$ cat config.mk
export PLATFORM = sky130hd
export DESIGN_NAME = axi_burst_splitter
export DESIGN_NICKNAME = d
export VERILOG_FILES = /design/src/rtl/axi_burst_splitter.sv
export SDC_FILE = /design/constraint.sdc
export NUM_CORES = 1
export LEC_CHECK = 0
export ABC_AREA = 1
export CAP_MARGIN = 40
export CORE_MARGIN = 2
export CORE_UTILIZATION = 35
export DETAILED_ROUTE_END_ITERATION = 8
export SLEW_MARGIN = 10
export SYNTH_ARGS = -nofsm -noshare
export SYNTH_HDL_FRONTEND = slang
export SYNTH_SLANG_ARGS = --single-unit
$ cat constraint.sdc
create_clock -name aclk -period 3.95 [get_ports aclk]
set_clock_uncertainty 0.2 [all_clocks]
set_input_delay 0.79 -clock aclk [delete_from_list [all_inputs] [get_ports aclk]]
set_output_delay 0.79 -clock aclk [all_outputs]
set_load 0.01 [all_outputs]
$ cat src/rtl/axi_burst_splitter.sv
// rtl/axi_burst_splitter.sv - AXI4 write burst splitter: MAX_BURST-beat, 4 KiB-safe sub-bursts with merged B
module axi_burst_splitter #(
  parameter int AXI_ADDR_WIDTH = 32,
  parameter int AXI_DATA_WIDTH = 64,
  parameter int AXI_ID_WIDTH   = 4,
  parameter int MAX_BURST      = 16,
  parameter int LEN_FIFO_DEPTH = 4
) (
  input  logic                      aclk,
  input  logic                      areset,
  input  logic [AXI_ID_WIDTH-1:0]   s_awid,
  input  logic [AXI_ADDR_WIDTH-1:0] s_awaddr,
  input  logic [7:0]                s_awlen,
  input  logic                      s_awvalid,
  output logic                      s_awready,
  input  logic [AXI_DATA_WIDTH-1:0] s_wdata,
  input  logic                      s_wlast,
  input  logic                      s_wvalid,
  output logic                      s_wready,
  output logic [AXI_ID_WIDTH-1:0]   s_bid,
  output logic [1:0]                s_bresp,
  output logic                      s_bvalid,
  input  logic                      s_bready,
  output logic [AXI_ID_WIDTH-1:0]   m_awid,
  output logic [AXI_ADDR_WIDTH-1:0] m_awaddr,
  output logic [3:0]                m_awlen,
  output logic                      m_awvalid,
  input  logic                      m_awready,
  output logic [AXI_DATA_WIDTH-1:0] m_wdata,
  output logic                      m_wlast,
  output logic                      m_wvalid,
  input  logic                      m_wready,
  input  logic [1:0]                m_bresp,
  input  logic                      m_bvalid,
  output logic                      m_bready,
  output logic                      wlast_err
);

  localparam int BPB    = AXI_DATA_WIDTH / 8;
  localparam int BSHIFT = $clog2(BPB);
  localparam int PW     = (LEN_FIFO_DEPTH > 1) ? $clog2(LEN_FIFO_DEPTH) : 1;
  localparam logic [PW:0]   DEPTH    = (PW+1)'(LEN_FIFO_DEPTH);
  localparam logic [PW-1:0] LAST_IDX = PW'(LEN_FIFO_DEPTH - 1);
  localparam logic [4:0]    MAXB     = 5'(MAX_BURST);
  localparam logic [AXI_ADDR_WIDTH-1:0] ALIGN_MASK = ~AXI_ADDR_WIDTH'((1 << BSHIFT) - 1);

  typedef enum logic [1:0] {IDLE, ISSUE, WAIT_B, RESP} state_t;

  state_t                    state;
  logic [AXI_ID_WIDTH-1:0]   id_q;
  logic [AXI_ADDR_WIDTH-1:0] addr_q;
  logic [8:0]                rem, tot, wtot, issued, bdone;
  logic [1:0]                bacc;

  logic [4:0]    len_mem [LEN_FIFO_DEPTH];
  logic [PW-1:0] wr_ptr, rd_ptr;
  logic [PW:0]   count;
  logic [3:0]    beat;

  logic [12:0] room;
  logic [4:0]  rem_cap, room_cap, sub, head;
  logic        fifo_full, fifo_ne, s_aw_hs, aw_hs, w_hs, b_hs, push, pop;

  // Beats left before the next 4 KiB boundary; 4096 - 0 needs the 13th bit.
  assign room     = (13'd4096 - {1'b0, addr_q[11:0]}) >> BSHIFT;
  assign rem_cap  = (rem > {4'd0, MAXB}) ? MAXB : rem[4:0];
  assign room_cap = (room > {8'd0, MAXB}) ? MAXB : room[4:0];
  assign sub      = (rem_cap < room_cap) ? rem_cap : room_cap;

  assign fifo_full = (count == DEPTH);
  assign fifo_ne   = (count != '0);
  assign head      = len_mem[rd_ptr];

  assign m_awid    = id_q;
  assign m_awaddr  = addr_q;
  assign m_awlen   = 4'(sub - 5'd1);
  assign m_awvalid = (state == ISSUE) && !fifo_full;
  assign m_bready  = (state == ISSUE) || (state == WAIT_B);

  assign m_wdata  = s_wdata;
  assign m_wvalid = fifo_ne && s_wvalid;
  assign s_wready = fifo_ne && m_wready;
  assign m_wlast  = fifo_ne && ({1'b0, beat} == head - 5'd1);

  assign s_aw_hs = s_awvalid && s_awready;
  assign aw_hs   = m_awvalid && m_awready;
  assign w_hs    = m_wvalid && m_wready;
  assign b_hs    = m_bvalid && m_bready;
  assign push    = aw_hs;
  assign pop     = w_hs && m_wlast;

  // Severity order DECERR > SLVERR > OKAY; EXOKAY ranks as OKAY and is never stored.
  function automatic logic [1:0] merge_resp(input logic [1:0] acc, input logic [1:0] r);
    logic [1:0] sa, sr;
    sa = (acc == 2'b11) ? 2'd2 : ((acc == 2'b10) ? 2'd1 : 2'd0);
    sr = (r == 2'b11) ? 2'd2 : ((r == 2'b10) ? 2'd1 : 2'd0);
    return (sr > sa) ? r : acc;
  endfunction

  always_ff @(posedge aclk) begin
    if (areset) begin
      state     <= IDLE;
      s_awready <= 1'b0;
      s_bvalid  <= 1'b0;
      s_bresp   <= 2'b00;
      s_bid     <= '0;
      id_q      <= '0;
      addr_q    <= '0;
      rem       <= '0;
      tot       <= '0;
      issued    <= '0;
      bdone     <= '0;
      bacc      <= 2'b00;
    end else begin
      if (b_hs) begin
        bdone <= bdone + 9'd1;
        bacc  <= merge_resp(bacc, m_bresp);
      end
      unique case (state)
        IDLE: begin
          s_awready <= 1'b1;
          if (s_aw_hs) begin
            id_q      <= s_awid;
            addr_q    <= s_awaddr & ALIGN_MASK;
            rem       <= {1'b0, s_awlen} + 9'd1;
            tot       <= {1'b0, s_awlen} + 9'd1;
            issued    <= '0;
            bdone     <= '0;
            bacc      <= 2'b00;
            s_awready <= 1'b0;
            state     <= ISSUE;
          end
        end
        ISSUE: begin
          if (aw_hs) begin
            addr_q <= addr_q + (AXI_ADDR_WIDTH'(sub) << BSHIFT);
            rem    <= rem - {4'd0, sub};
            issued <= issued + 9'd1;
            if (rem == {4'd0, sub}) state <= WAIT_B;
          end
        end
        WAIT_B: begin
          if (bdone == issued) begin
            s_bvalid <= 1'b1;
            s_bid    <= id_q;
            s_bresp  <= bacc;
            state    <= RESP;
          end
        end
        RESP: begin
          if (s_bready) begin
            s_bvalid  <= 1'b0;
            s_awready <= 1'b1;
            state     <= IDLE;
          end
        end
        default: state <= IDLE;
      endcase
    end
  end

  always_ff @(posedge aclk) begin
    if (push) len_mem[wr_ptr] <= sub;
  end

  always_ff @(posedge aclk) begin
    if (areset) begin
      wr_ptr    <= '0;
      rd_ptr    <= '0;
      count     <= '0;
      beat      <= '0;
      wtot      <= '0;
      wlast_err <= 1'b0;
    end else begin
      if (push) wr_ptr <= (wr_ptr == LAST_IDX) ? '0 : wr_ptr + 1'b1;
      if (pop)  rd_ptr <= (rd_ptr == LAST_IDX) ? '0 : rd_ptr + 1'b1;
      unique case ({push, pop})
        2'b10:   count <= count + 1'b1;
        2'b01:   count <= count - 1'b1;
        default: count <= count;
      endcase
      if (w_hs) begin
        beat <= m_wlast ? 4'd0 : beat + 4'd1;
        wtot <= wtot + 9'd1;
        if (s_wlast != (wtot + 9'd1 == tot)) wlast_err <= 1'b1;
      end
      // Previous burst's W beats have all drained before a new AW is accepted.
      if (s_aw_hs) wtot <= '0;
    end
  end

endmodule

Yosys cells after proc, flatten, opt, wreduce, memory -nomap -nowiden
Memory sizes are Yosys's and may differ from the RTL's. A register that Yosys moved wholly into a read port is not among the register bits. Cells that the tools add are included.

Register bits: 105. RAM bits: 20. Bits of input ports: 119. Output and inout bits: 118. Logic and storage cells: 127. Memories: 1.

Memory list: len_mem (words 4, width 5, rd ports 1, clocked after memory_dff 1, wr ports 1, line 55) `logic [4:0] len_mem [LEN_FIFO_DEPTH];`.

$add $sub $neg: 14. Magnitude comparators: 4. Eq/ne operators: 22. Muxes and demuxes: 43. Reduce and logical (&&, ||, !) cells: 25.

Operators by type and width (number): $mux W32 (2); $pmux W32 S2 (1); $mux W9 (7); $pmux W9 S2 (2); $add A32 B8 Y32 (1); $mux W2 (15); $add A9 B1 Y9 const B (3); $eq A2 B2 Y1 const B (9); $eq A9 B9 Y1 (2); $mux W5 (3); $sub A13 B12 Y13 const A (1); $gt A10 B5 Y1 const B (1); $add A8 B1 Y9 const B (1); $eq A9 B5 Y1 (1); $gt A9 B5 Y1 const B (1); $logic_and A1 B1 Y1 (9); $sub A9 B5 Y9 (1); $mux W1 (8); $pmux W2 S4 (1); $reduce_and A2 Y1 (4); $reduce_bool A2 Y1 (4); $ne A2 B2 Y1 const B (3); $pmux W3 S2 (1); $reduce_and A3 Y1 (2); other kinds (21) (25).

Logic depth before layout (Yosys ltp)
Gate-level depths: netlist (run 1).

Depth after elaboration: 9. Mapped depth: 32. Depth with buffers taken out: 32.

Least setup slack after synthesis (run 1)
OpenSTA, ideal clock, no wires.

Path type: reg2reg. Start point: register addr_q[3], in the netlist m_awaddr[3]. End point: register addr_q[29], in the netlist m_awaddr[29]. Library setup time: 0.132 ns. Arrival: 4.236 ns. Required time: 3.618 ns. Slack: -0.618 ns. Cell stages (with the launch flop): 32. Path buffers: 0. Period minus slack after synthesis: 4.568 ns. Cell sequence: dfxtp_1 -> inv_1 -> ha_1 -> nand3_1 -> inv_1 -> nor2_1 -> nor2_1 -> nor2_2 -> inv_1 -> a21oi_2 -> nand2_1 -> ha_1 -> a21oi_1 -> nor2_1 -> a211oi_1 -> nand2_4 -> nand2_1 -> nand2_1 -> inv_1 -> ha_1 -> fa_1 -> nand3_1 -> nand2_1 -> nand2_2 -> a21oi_4 -> inv_2 -> nor2_1 -> nand2_1 -> o21ai_0 -> nand3_1 -> nand2_1 -> a21oi_1.

Longest elaborated chain between the ends: 8.

Ends and longest elaborated chain: from (decl) (line 51) `logic [AXI_ADDR_WIDTH-1:0] addr_q;`; from (signal assigned) (line 124) `addr_q <= s_awaddr & ALIGN_MASK;`; from (signal assigned) (line 136) `addr_q <= addr_q + (AXI_ADDR_WIDTH'(sub) << BSHIFT);`; $sub A13 B12 Y13 * (line 65) `assign room = (13'd4096 - {1'b0, addr_q[11:0]}) >> BSHIFT;`; $gt A10 B5 Y1 (line 67) `assign room_cap = (room > {8'd0, MAXB}) ? MAXB : room[4:0];`; $mux W5 * (line 67); $lt A5 B5 Y1 (line 68) `assign sub = (rem_cap < room_cap) ? rem_cap : room_cap;`; $mux W5 * (line 68); net sub[0] (line 61) `logic [4:0] rem_cap, room_cap, sub, head;`; $add A32 B8 Y32 * (line 136); $mux W32 * (line 135) `if (aw_hs) begin`; $pmux W32 S2 * (line 119) `unique case (state)`.

The timed path passes the listed nets; every way through them passes the cells marked *. The select of a mux whose other input is x is not followed. A chain may end at the register's enable or synchronous reset.

Worst setup path in the final report (run 1)
Start point: register addr_q[4], in the netlist m_awaddr[4]. End point: output m_awlen[2].

Longest elaborated chain between the ends: 6.

Ends and longest elaborated chain: $sub A13 B12 Y13 * (line 65); $gt A10 B5 Y1 (line 67); $mux W5 * (line 67); $lt A5 B5 Y1 (line 68); $mux W5 * (line 68); $sub A4 B1 Y4 * (line 76) `assign m_awlen = 4'(sub - 5'd1);`; to (decl) (line 26) `output logic [3:0] m_awlen,`.

Every way passes the cells marked *; elsewhere a longest branch is shown, timed or not.

==> results.toml, run 1 <==
[logic_synthesis]
synthTopCellsByCount = "nand2_1, inv_1, nor2_1"
syn_inst = 1137
ys_ff_latch = 124
synth_cell_types = 48
async_flop_share_pct = 0
ys_seq_area_share_pct = 33.9
synth-main-ff-cell = "dfxtp_1"
synth_area_leader_cell = "dfxtp_1"
syn_area_mm2 = 0.00791
postSynthAreaPerCell_um2 = 6.96
yosys_warnings = 0
synth_most_common_cell = "nand2_1"
synth_top_area_share_pct = 26.3
synth_edf_count = 20
synthTopCellsByArea = "dfxtp_1, nand2_1, edfxtp_1"

[floorplan]
dieWidth_um = 154
initial_core_util_pct = 35.3
die_height_um = 154
dieArea_mm2 = 0.0238
rows = 55
core_area_mm2 = 0.0224
ios = 237

[grt]
grt_pass1_vias = 7140
grt-ovfl-total = 0
grt_start_max_net_pins = 61
gr-usage-all-layers_pct = 17.2
antenna_found_initial = 0
grt_pass1_wl_um = 33600

[place]
dp_hpwl_um = 14800
place_inst = 1503
place.port_buffers = 102
globalplace.congestion = 0.848

[timing]
timing.final.crit_share_pct = 107
tightest_slew_ns = 0.651
layout_min_cycle_time_ns = 4.21
fmax_mhz = 237
rsz0062_at_grt = "yes"
setup_violations = 32
drv_slew = 0
fin_ws_ns = -0.261
slew_headroom_pct = 56.6
hold_viol = 0

[run]
maxCapViolCount = 0

[final_layout]
antennaDiodeCount = 0
drive_gt1_share_pct = 19.6
area_growth_pct = 33.9
fin_nets = 1424
fin_cells = 1563

[detailed_routing]
num_vias = 7545
wl_per_cell_um = 13.3
dr.pass1.iters = 4
ant_nets = 0
vias_per_cell = 4.83
routed_wirelength_um = 20700
drc = 0
drt_iter0_drc = 330

[cts]
clk_pin_slew_worst_paths_ns = 0.05
tritoncts = "built"
clk_latency_ns = 0.42
clockBufferDepth = 2
cts_inserted_buffers = 17
htree_levels = 4
cts_root_buf = "clkbuf_16"
cts.sinks = 124

[hold_path]
worstHoldEndpoint = "wlast_err$_SDFFE_PP0P_"
hold_class = "reg -> reg"
hold_path_depth = 2
worstHoldStart = "wlast_err$_SDFFE_PP0P_"

[worst_setup_path]
slowest_stage = "dfxtp_4"
r2r-start = "m_awaddr[4]$_SDFFE_PP0P_"
cp.required_ns = 2.96
cp_top_family = "buffers and inverters"
worst-path-max-fanout = 5
reg2regPathDepth = 31
end_kind = "output port"
start_kind = "flop"
path_buf_inv = 7
worstPathCellList = "inv_4 > ha_4 > nand3_4 > inv_2 > nor2_2 > nor2_1 > nor2_2 > inv_2 > a21oi_4 > nand2_2 > ha_4 > a21oi_2 > nor2_1 > a211oi_2 > buf_4 > nand2_4 > buf_6 > nand2_4 > nand2_4 > buf_4 > xnor2_2 > buf_2"
arrival_ns = 3.22
r2r_slack_ns = -0.20
r2r-end = "m_awaddr[25]$_SDFFE_PP0P_"
crit_path_frequent_cell = "nand2_4"
crit_path_max_incr_delay_ns = 0.37
crit_type = "reg -> out"

[power_and_ir_drop]
p_per_area_mw_per_mm2 = 927
max-vdd-ir-drop_mv = 0.538
finalPower_w = 0.00981
p_leak_nw = 4.29

[run_status]
violations = "setup timing"
outcome = "finished, violations left"
==> sequential cells by signal, summed over array words and instances (netlist names), 3 cells and up, named ones only <==
register  flops
m_awaddr     29
len_mem      20
bdone         9
issued        9
rem           9
tot           9
wtot          9
beat          4
m_awid        4
s_bid         4
count         3
==> metrics by stage <==
| stage | hold WS (ns) | setup slack, ns | utilization, % | setup TNS, ns | instance area (µm²) |
|---|---|---|---|---|---|
| floorplan | 0.245 | -0.155 | - | -0.728 | 8020 |
| global placement | 0.243 | -0.364 | 41.5 | -6.84 | 9320 |
| detailed placement | 0.245 | -0.374 | 41.5 | -8.26 | 9320 |
| CTS | 0.255 | -0.154 | 45.5 | -1.30 | 10200 |
| global route | 0.283 | -0.482 | 47.2 | -12.54 | 10600 |
| finish | 0.252 | -0.261 | 47.2 | -3.05 | 10600 |
==> worst min-delay path: cells and delay by family, from the launching register on <==
| kind | cells | cell delay, ns |
|---|---|---|
| AOI/OAI and AO/OA | 1 | 0.05 |
| buffers and inverters | 1 | 0.05 |
| DFF | 1 | 0.31 |
==> placed cells by master, fill, tap and decap left out, drive strengths merged, types with 5 or more instances in the layout <==
| cell type | n |
|---|---|
| a31oi | 7 |
| nand3 | 74 |
| ha | 35 |
| o22ai | 13 |
| nor4 | 6 |
| or2 | 5 |
| nand2 | 224 |
| dfxtp | 104 |
| clkbuf | 22 |
| xnor2 | 10 |
| a21oi | 80 |
| nor3 | 37 |
| a211oi | 10 |
| nand4 | 12 |
| clkdlybuf4s50 | 96 |
| clkinv | 5 |
| edfxtp | 20 |
| nor2 | 134 |
| xor2 | 18 |
| nand3b | 7 |
| buf | 110 |
| o21ai | 73 |
| inv | 150 |
==> cell families after synthesis <==
logic type	synth area share, %
adder cells (fa/ha/maj)	6.30
flip-flops	33.9
XOR/XNOR	3.10
AND/OR/NAND/NOR	27.7
buffers and inverters	15.2
other	0.0474
AO/OA/AOI/OAI	13.8
==> what timing repair did <==
action / in CTS / in global routing
setup endpoints to repair: 37 / 41
hold buffers: 0 / 0
pin swaps: 29 / 38
resized for setup: 73 / 82
buffers inserted: 15 / 18
==> layer usage <==
layer	global-route usage (%)	vias to the layer above	routed length, µm
met5	0	-	0
met4	5.29	0	493
met3	3.31	40	667
met2	29.8	136	10100
met1	21.6	3461	9510
li1	-	3908	-
==> power by group <==
group          total [W]  switching, W  internal, W
clock network    0.00145      0.000562     0.000885
logic            0.00644       0.00321      0.00323
registers        0.00193      0.000267      0.00166
==> layout make-up <==
class	count	area, µm²
inverter	149	577
fill	2236	11800
sequential	124	2690
timing repair buffer	207	1880
clock inverter	8	68.8
multi-input combinational	768	4550
tap	285	357
clock buffer	22	464
==> worst max-delay path by stage <==
stage | startpoint | end | slack, ns | depth (start not counted)
detailed placement | m_awaddr[4]$_SDFFE_PP0P_ | m_awlen[2] | -0.37 | 19
global placement | m_awaddr[4]$_SDFFE_PP0P_ | m_awlen[2] | -0.36 | 19
floorplan | m_awaddr[3]$_SDFFE_PP0P_ | m_awaddr[23]$_SDFFE_PP0P_ | -0.15 | 30
finish | m_awaddr[4]$_SDFFE_PP0P_ | m_awlen[2] | -0.26 | 22
CTS | m_awaddr[4]$_SDFFE_PP0P_ | m_awlen[3] | -0.15 | 23
global route | m_awaddr[4]$_SDFFE_PP0P_ | m_awaddr[25]$_SDFFE_PP0P_ | -0.48 | 31
(Power assumes the default switching activity.)
==> run 2, diff against run 1 <==
- GPL_TIMING_DRIVEN: unset -> 0
- SKIP_LAST_GASP: unset -> 1
==> run 2 against run 1 <==
  * The flow still finishes with violations (setup timing)
  * First-iteration DRC count rose by 55%
  * Fmax down 3.3%
  * Sequential cell count is the same
  * Cell count grew 7.1%
  * Combinational power is 7.5% lower
  * Wire length is 15% higher
  * Worst hold slack got worse by 0.0035 ns
  * Sequential share of layout area down 2.0 points
  * Via count grew 7.5%
  * Critical endpoint unchanged
==> results.toml, run 2 (synthesized netlist as in run 1, its figures left out) <==
[timing]
setup_tns_ns = -9.22
tightest_slew_ns = 0.807
drv_slew = 0
slew_headroom_pct = 46.2
layout_min_cycle_time_ns = 4.36
setup_violations = 37
hold_viol = 0
timing.final.crit_share_pct = 110
fmax_mhz = 229
rsz0062_at_grt = "yes"
fin_ws_ns = -0.407

[run]
maxCapViolCount = 0

[floorplan]
ios = 237
dieArea_mm2 = 0.0238
dieWidth_um = 154
die_height_um = 154
initial_core_util_pct = 35.3
core_area_mm2 = 0.0224
rows = 55

[cts]
htree_levels = 4
cts_inserted_buffers = 17
clk_latency_ns = 0.43
clockBufferDepth = 2
tritoncts = "built"
cts_root_buf = "clkbuf_16"
cts.sinks = 124
clk_pin_slew_worst_paths_ns = 0.06
hold_buffers = 0

[hold_path]
hold_path_depth = 2
hold_class = "reg -> reg"

[detailed_routing]
drt_iter0_drc = 512
drc = 0
vias_per_cell = 4.84
ant_nets = 0
num_vias = 8110
dr.pass1.iters = 7
routed_wirelength_um = 23900
wl_per_cell_um = 14.3

[place]
globalplace.congestion = 0.882
place.port_buffers = 165
dp_hpwl_um = 17300
dp_slack_ns = -0.710
place_inst = 1589

[worst_setup_path]
start_kind = "flop"
worst-path-max-fanout = 6
crit_type = "reg -> out"
r2r_slack_ns = -0.37
end_kind = "output port"
reg2regPathDepth = 32
arrival_ns = 3.37
cp.required_ns = 2.96

[final_layout]
area_growth_pct = 45.8
final_common_cell = "nand2_1"
final_core_util_pct = 51.4
antennaDiodeCount = 0
layout_common_cells = "nand2_1, clkdlybuf4s50_1, inv_1"
fill_cells = 2181
drive_gt1_share_pct = 20.2
fin_nets = 1533
fin_cells = 1674
largest_reg_flops = 29

[power_and_ir_drop]
p_per_area_mw_per_mm2 = 822
p_leak_nw = 4.70
max-vdd-ir-drop_mv = 0.518

[grt]
grt_start_max_net_pins = 17
grt_pass1_vias = 7346
gr-usage-all-layers_pct = 18.9
grt-ovfl-total = 0
antenna_found_initial = 0
grt_pass1_wl_um = 36500

[run_status]
violations = "setup timing"
outcome = "finished, violations left"
==> run 2: cell types whose count changed in the layout (fill, tap and decap cells not counted), moves of 4 or more <==
cell | before | now
clkdlybuf4s50_1 | 96 | 160
buf_4 | 85 | 106
clkbuf_1 | 3 | 17
buf_2 | 3 | 13
buf_6 | 21 | 16
o21ai_1 | 28 | 23
clkinv_1 | 0 | 4
dfxtp_1 | 100 | 96
dfxtp_2 | 2 | 6
==> run 2: power breakdown <==
group / internal [W] / switching (W) / total (W)
registers: 0.00167 / 0.000323 / 0.00199
logic: 0.00270 / 0.00326 / 0.00596
clock network: 0.000953 / 0.000575 / 0.00153
total: 0.00532 / 0.00416 / 0.00948
==> run 2: repair_timing <==
action / CTS / global route
pin swaps: 25 / 54
resized for setup: 64 / 92
hold endpoints to repair: 0 / 0
endpoints found under the setup margin: 41 / 42
setup buffers: 27 / 26
gates cloned: 0 / 0
==> run 2: critical path: stages (launching register included) <==
cell      delay [ns]
dfxtp_4         0.37
inv_4           0.05
ha_4            0.16
nand3_4         0.06
inv_2           0.04
nor2_1          0.08
nor2_1          0.05
nor2_2          0.18
inv_2           0.08
buf_4           0.14
nor2_2          0.15
ha_4            0.23
nand2_1         0.09
nor2_1          0.06
a211oi_2        0.18
buf_4           0.20
nand2_8         0.09
nand2_4         0.10
nand2_8         0.07
buf_4           0.16
ha_4            0.15
xnor2_2         0.11
buf_2           0.14
==> run 2: path summary, 6_finish.rpt <==
kind / startpoint / end
max: m_awaddr[3]$_SDFFE_PP0P_ / m_awlen[2]
min: wlast_err$_SDFFE_PP0P_ / wlast_err$_SDFFE_PP0P_
max reg2reg: m_awaddr[3]$_SDFFE_PP0P_ / m_awaddr[23]$_SDFFE_PP0P_
min reg2reg: wlast_err$_SDFFE_PP0P_ / wlast_err$_SDFFE_PP0P_
==> run 2: routing by layer <==
| metal | track usage, % | up-vias | share of wire (%) |
|---|---|---|---|
| met1 | 24.3 | 3732 | 44 |
| met2 | 32.2 | 228 | 50 |
| met5 | 0 | - | 0 |
| li1 | - | 4125 | - |
| met3 | 3.84 | 25 | 5.2 |
| met4 | 5.69 | 0 | 1.3 |
==> run 2: area by class of cell <==
| class | count | area, µm² | area share (%) |
|---|---|---|---|
| Inverter | 149 | 584 | 5.07 |
| Buffer | 98 | 641 | 5.55 |
| Sequential cell | 124 | 2700 | 23.4 |
| Timing Repair Buffer | 218 | 2090 | 18.1 |
| Clock inverter | 13 | 123 | 1.06 |
| Multi-Input combinational cell | 768 | 4590 | 39.8 |
| Clock buffer | 19 | 454 | 3.94 |
| Tap cell | 285 | 357 | 3.09 |
==> run 2: per-stage QoR <==
stage	area, µm²	hold slack, ns	power [W]
6_report	11500	0.249	0.00948
5_1_grt	11500	0.265	0.0101
4_1_cts	11000	0.248	0.00833
3_5_place_dp	10000	0.239	0.00623
3_3_place_gp	10000	0.237	0.00616
2_1_floorplan	8020	0.245	0.00468
==> run 3, diff against run 2 <==
- CORE_ASPECT_RATIO: unset -> 1.1
==> run 3 against run 2 <==
  * The flow still finishes with violations (setup timing)
  * Register-to-register slack lost 0.08 ns
  * Critical path type is now reg -> reg
  * Worst hold slack improved by 0.0030 ns
  * Fmax is 1.0% lower
  * Largest power group unchanged
  * Count of clock-buffer cells in the layout did not move
  * Non-clock buffer count is 3 lower
  * Critical endpoint is now m_awaddr[23]$_SDFFE_PP0P_
  * Wire length is 1.2% lower
  * Sequential share of layout area grew 0.092 points
  * Highest routed layer unchanged
  * Via count is 0.22% lower
==> results.toml, run 3 (synthesized netlist as in run 1, its figures left out) <==
[run]
maxCapViolCount = 0

[timing]
tightest_slew_ns = 0.699
hold_viol = 0
rsz0062_at_grt = "yes"
setup_violations = 38
layout_min_cycle_time_ns = 4.40
slew_headroom_pct = 53.4
fin_ws_ns = -0.453
drv_slew = 0
fmax_mhz = 227
timing.final.crit_share_pct = 111

[detailed_routing]
dr.pass1.iters = 5
num_vias = 8092
wl_per_cell_um = 14.1
drc = 0
drt_iter0_drc = 369
vias_per_cell = 4.81
ant_nets = 0
routed_wirelength_um = 23600

[floorplan]
initial_core_util_pct = 35.8
die_height_um = 162
ios = 237
dieArea_mm2 = 0.0238
dieWidth_um = 147
rows = 57
core_area_mm2 = 0.0221

[worst_setup_path]
end_kind = "flop"
crit_path_max_incr_delay_ns = 0.37
arrival_ns = 4.55
start_kind = "flop"
worst-path-max-fanout = 5
r2r_slack_ns = -0.45
crit_type = "reg -> reg"
slowest_stage = "dfxtp_4"
cp.required_ns = 4.10

[cts]
cts_inserted_buffers = 17
cts.sinks = 124
clockBufferDepth = 2
clk_pin_slew_worst_paths_ns = 0.05
tritoncts = "built"
clk_latency_ns = 0.43
htree_levels = 4
hold_buffers = 0
cts_root_buf = "clkbuf_16"

[grt]
grt_pass1_vias = 7643
grt_pass1_wl_um = 37500
grt-ovfl-total = 0
antenna_found_initial = 0
gr-usage-all-layers_pct = 19.5
grt_start_max_net_pins = 17

[final_layout]
fill_cells = 2112
ff_latch_area_mm2 = 0.00270
layout_common_cells = "nand2_1, clkdlybuf4s50_1, inv_1"
final_common_cell = "nand2_1"
drive_gt1_share_pct = 20.1
antennaDiodeCount = 0
largest_reg_flops = 29
fin_area_mm2 = 0.0115
area_growth_pct = 45.3
fin_nets = 1530
fin_cells = 1681
multiInputGateArea_mm2 = 0.00455

[run_status]
violations = "setup timing"
outcome = "finished, violations left"

[power_and_ir_drop]
finalPower_w = 0.00958
max-vdd-ir-drop_mv = 0.516
p_per_area_mw_per_mm2 = 833
p_leak_nw = 4.70

[place]
place_inst = 1599
place.port_buffers = 165
globalplace.congestion = 0.854
place_area_mm2 = 0.0100
dp_hpwl_um = 17200

[hold_path]
hold_class = "reg -> reg"
-- run 3: routing by layer --
layer	track usage [%]	share of wire, %	vias to the layer above
li1	-	-	4131
met1	23.5	43	3714
met2	35.2	50	226
met3	4.19	5.3	21
met4	5.24	1.2	0
met5	0	0	-
-- run 3: worst paths after layout --
kind | startpoint | endpoint | depth (start not counted)
worst max-delay path | m_awaddr[3]$_SDFFE_PP0P_ | m_awaddr[23]$_SDFFE_PP0P_ | 30
worst min-delay path | wlast_err$_SDFFE_PP0P_ | wlast_err$_SDFFE_PP0P_ | 2
worst max register to register | m_awaddr[3]$_SDFFE_PP0P_ | m_awaddr[23]$_SDFFE_PP0P_ | 30
worst min register to register | wlast_err$_SDFFE_PP0P_ | wlast_err$_SDFFE_PP0P_ | 2
-- run 3: report_power, final --
part	switching, W	internal (W)
clock network	0.000575	0.000982
logic	0.00316	0.00287
registers	0.000328	0.00167
-- run 3: area by class of cell --
type                            instances  area share [%]
Timing Repair Buffer                  215            18.0
Clock buffer                           19            3.77
Inverter                              149            5.04
Sequential cell                       124            23.5
Buffer                                 98            5.57
Tap cell                              295            3.21
Clock inverter                         13            1.31
Multi-Input combinational cell        768            39.6
-- run 3: repair_timing --
item | CTS | global route
pin swaps | 33 | 47
setup endpoints to repair | 43 | 42
setup buffers | 25 | 26
hold endpoints to repair | 0 | 0
resized for setup | 85 | 65
-- run 3: metrics by stage --
step | TNS (ns) | worst slack [ns] | hold slack (ns) | util, %
6_report | -9.83 | -0.453 | 0.252 | 52.0
3_3_place_gp | -16.23 | -0.709 | 0.237 | 45.4
5_1_grt | -19.88 | -0.722 | 0.274 | 52.0
3_5_place_dp | -17.96 | -0.761 | 0.244 | 45.4
4_1_cts | -2.38 | -0.229 | 0.252 | 50.1
2_1_floorplan | -0.728 | -0.155 | 0.245 | -
-- run 3: worst max-delay path, delay by kind of cell (launching register included) --
kind	cells	cell delay (ns)
fa+ha+maj	3	0.65
compound gates	6	1.07
flops	1	0.37
simple gates	15	1.58
buf+inv	6	0.43
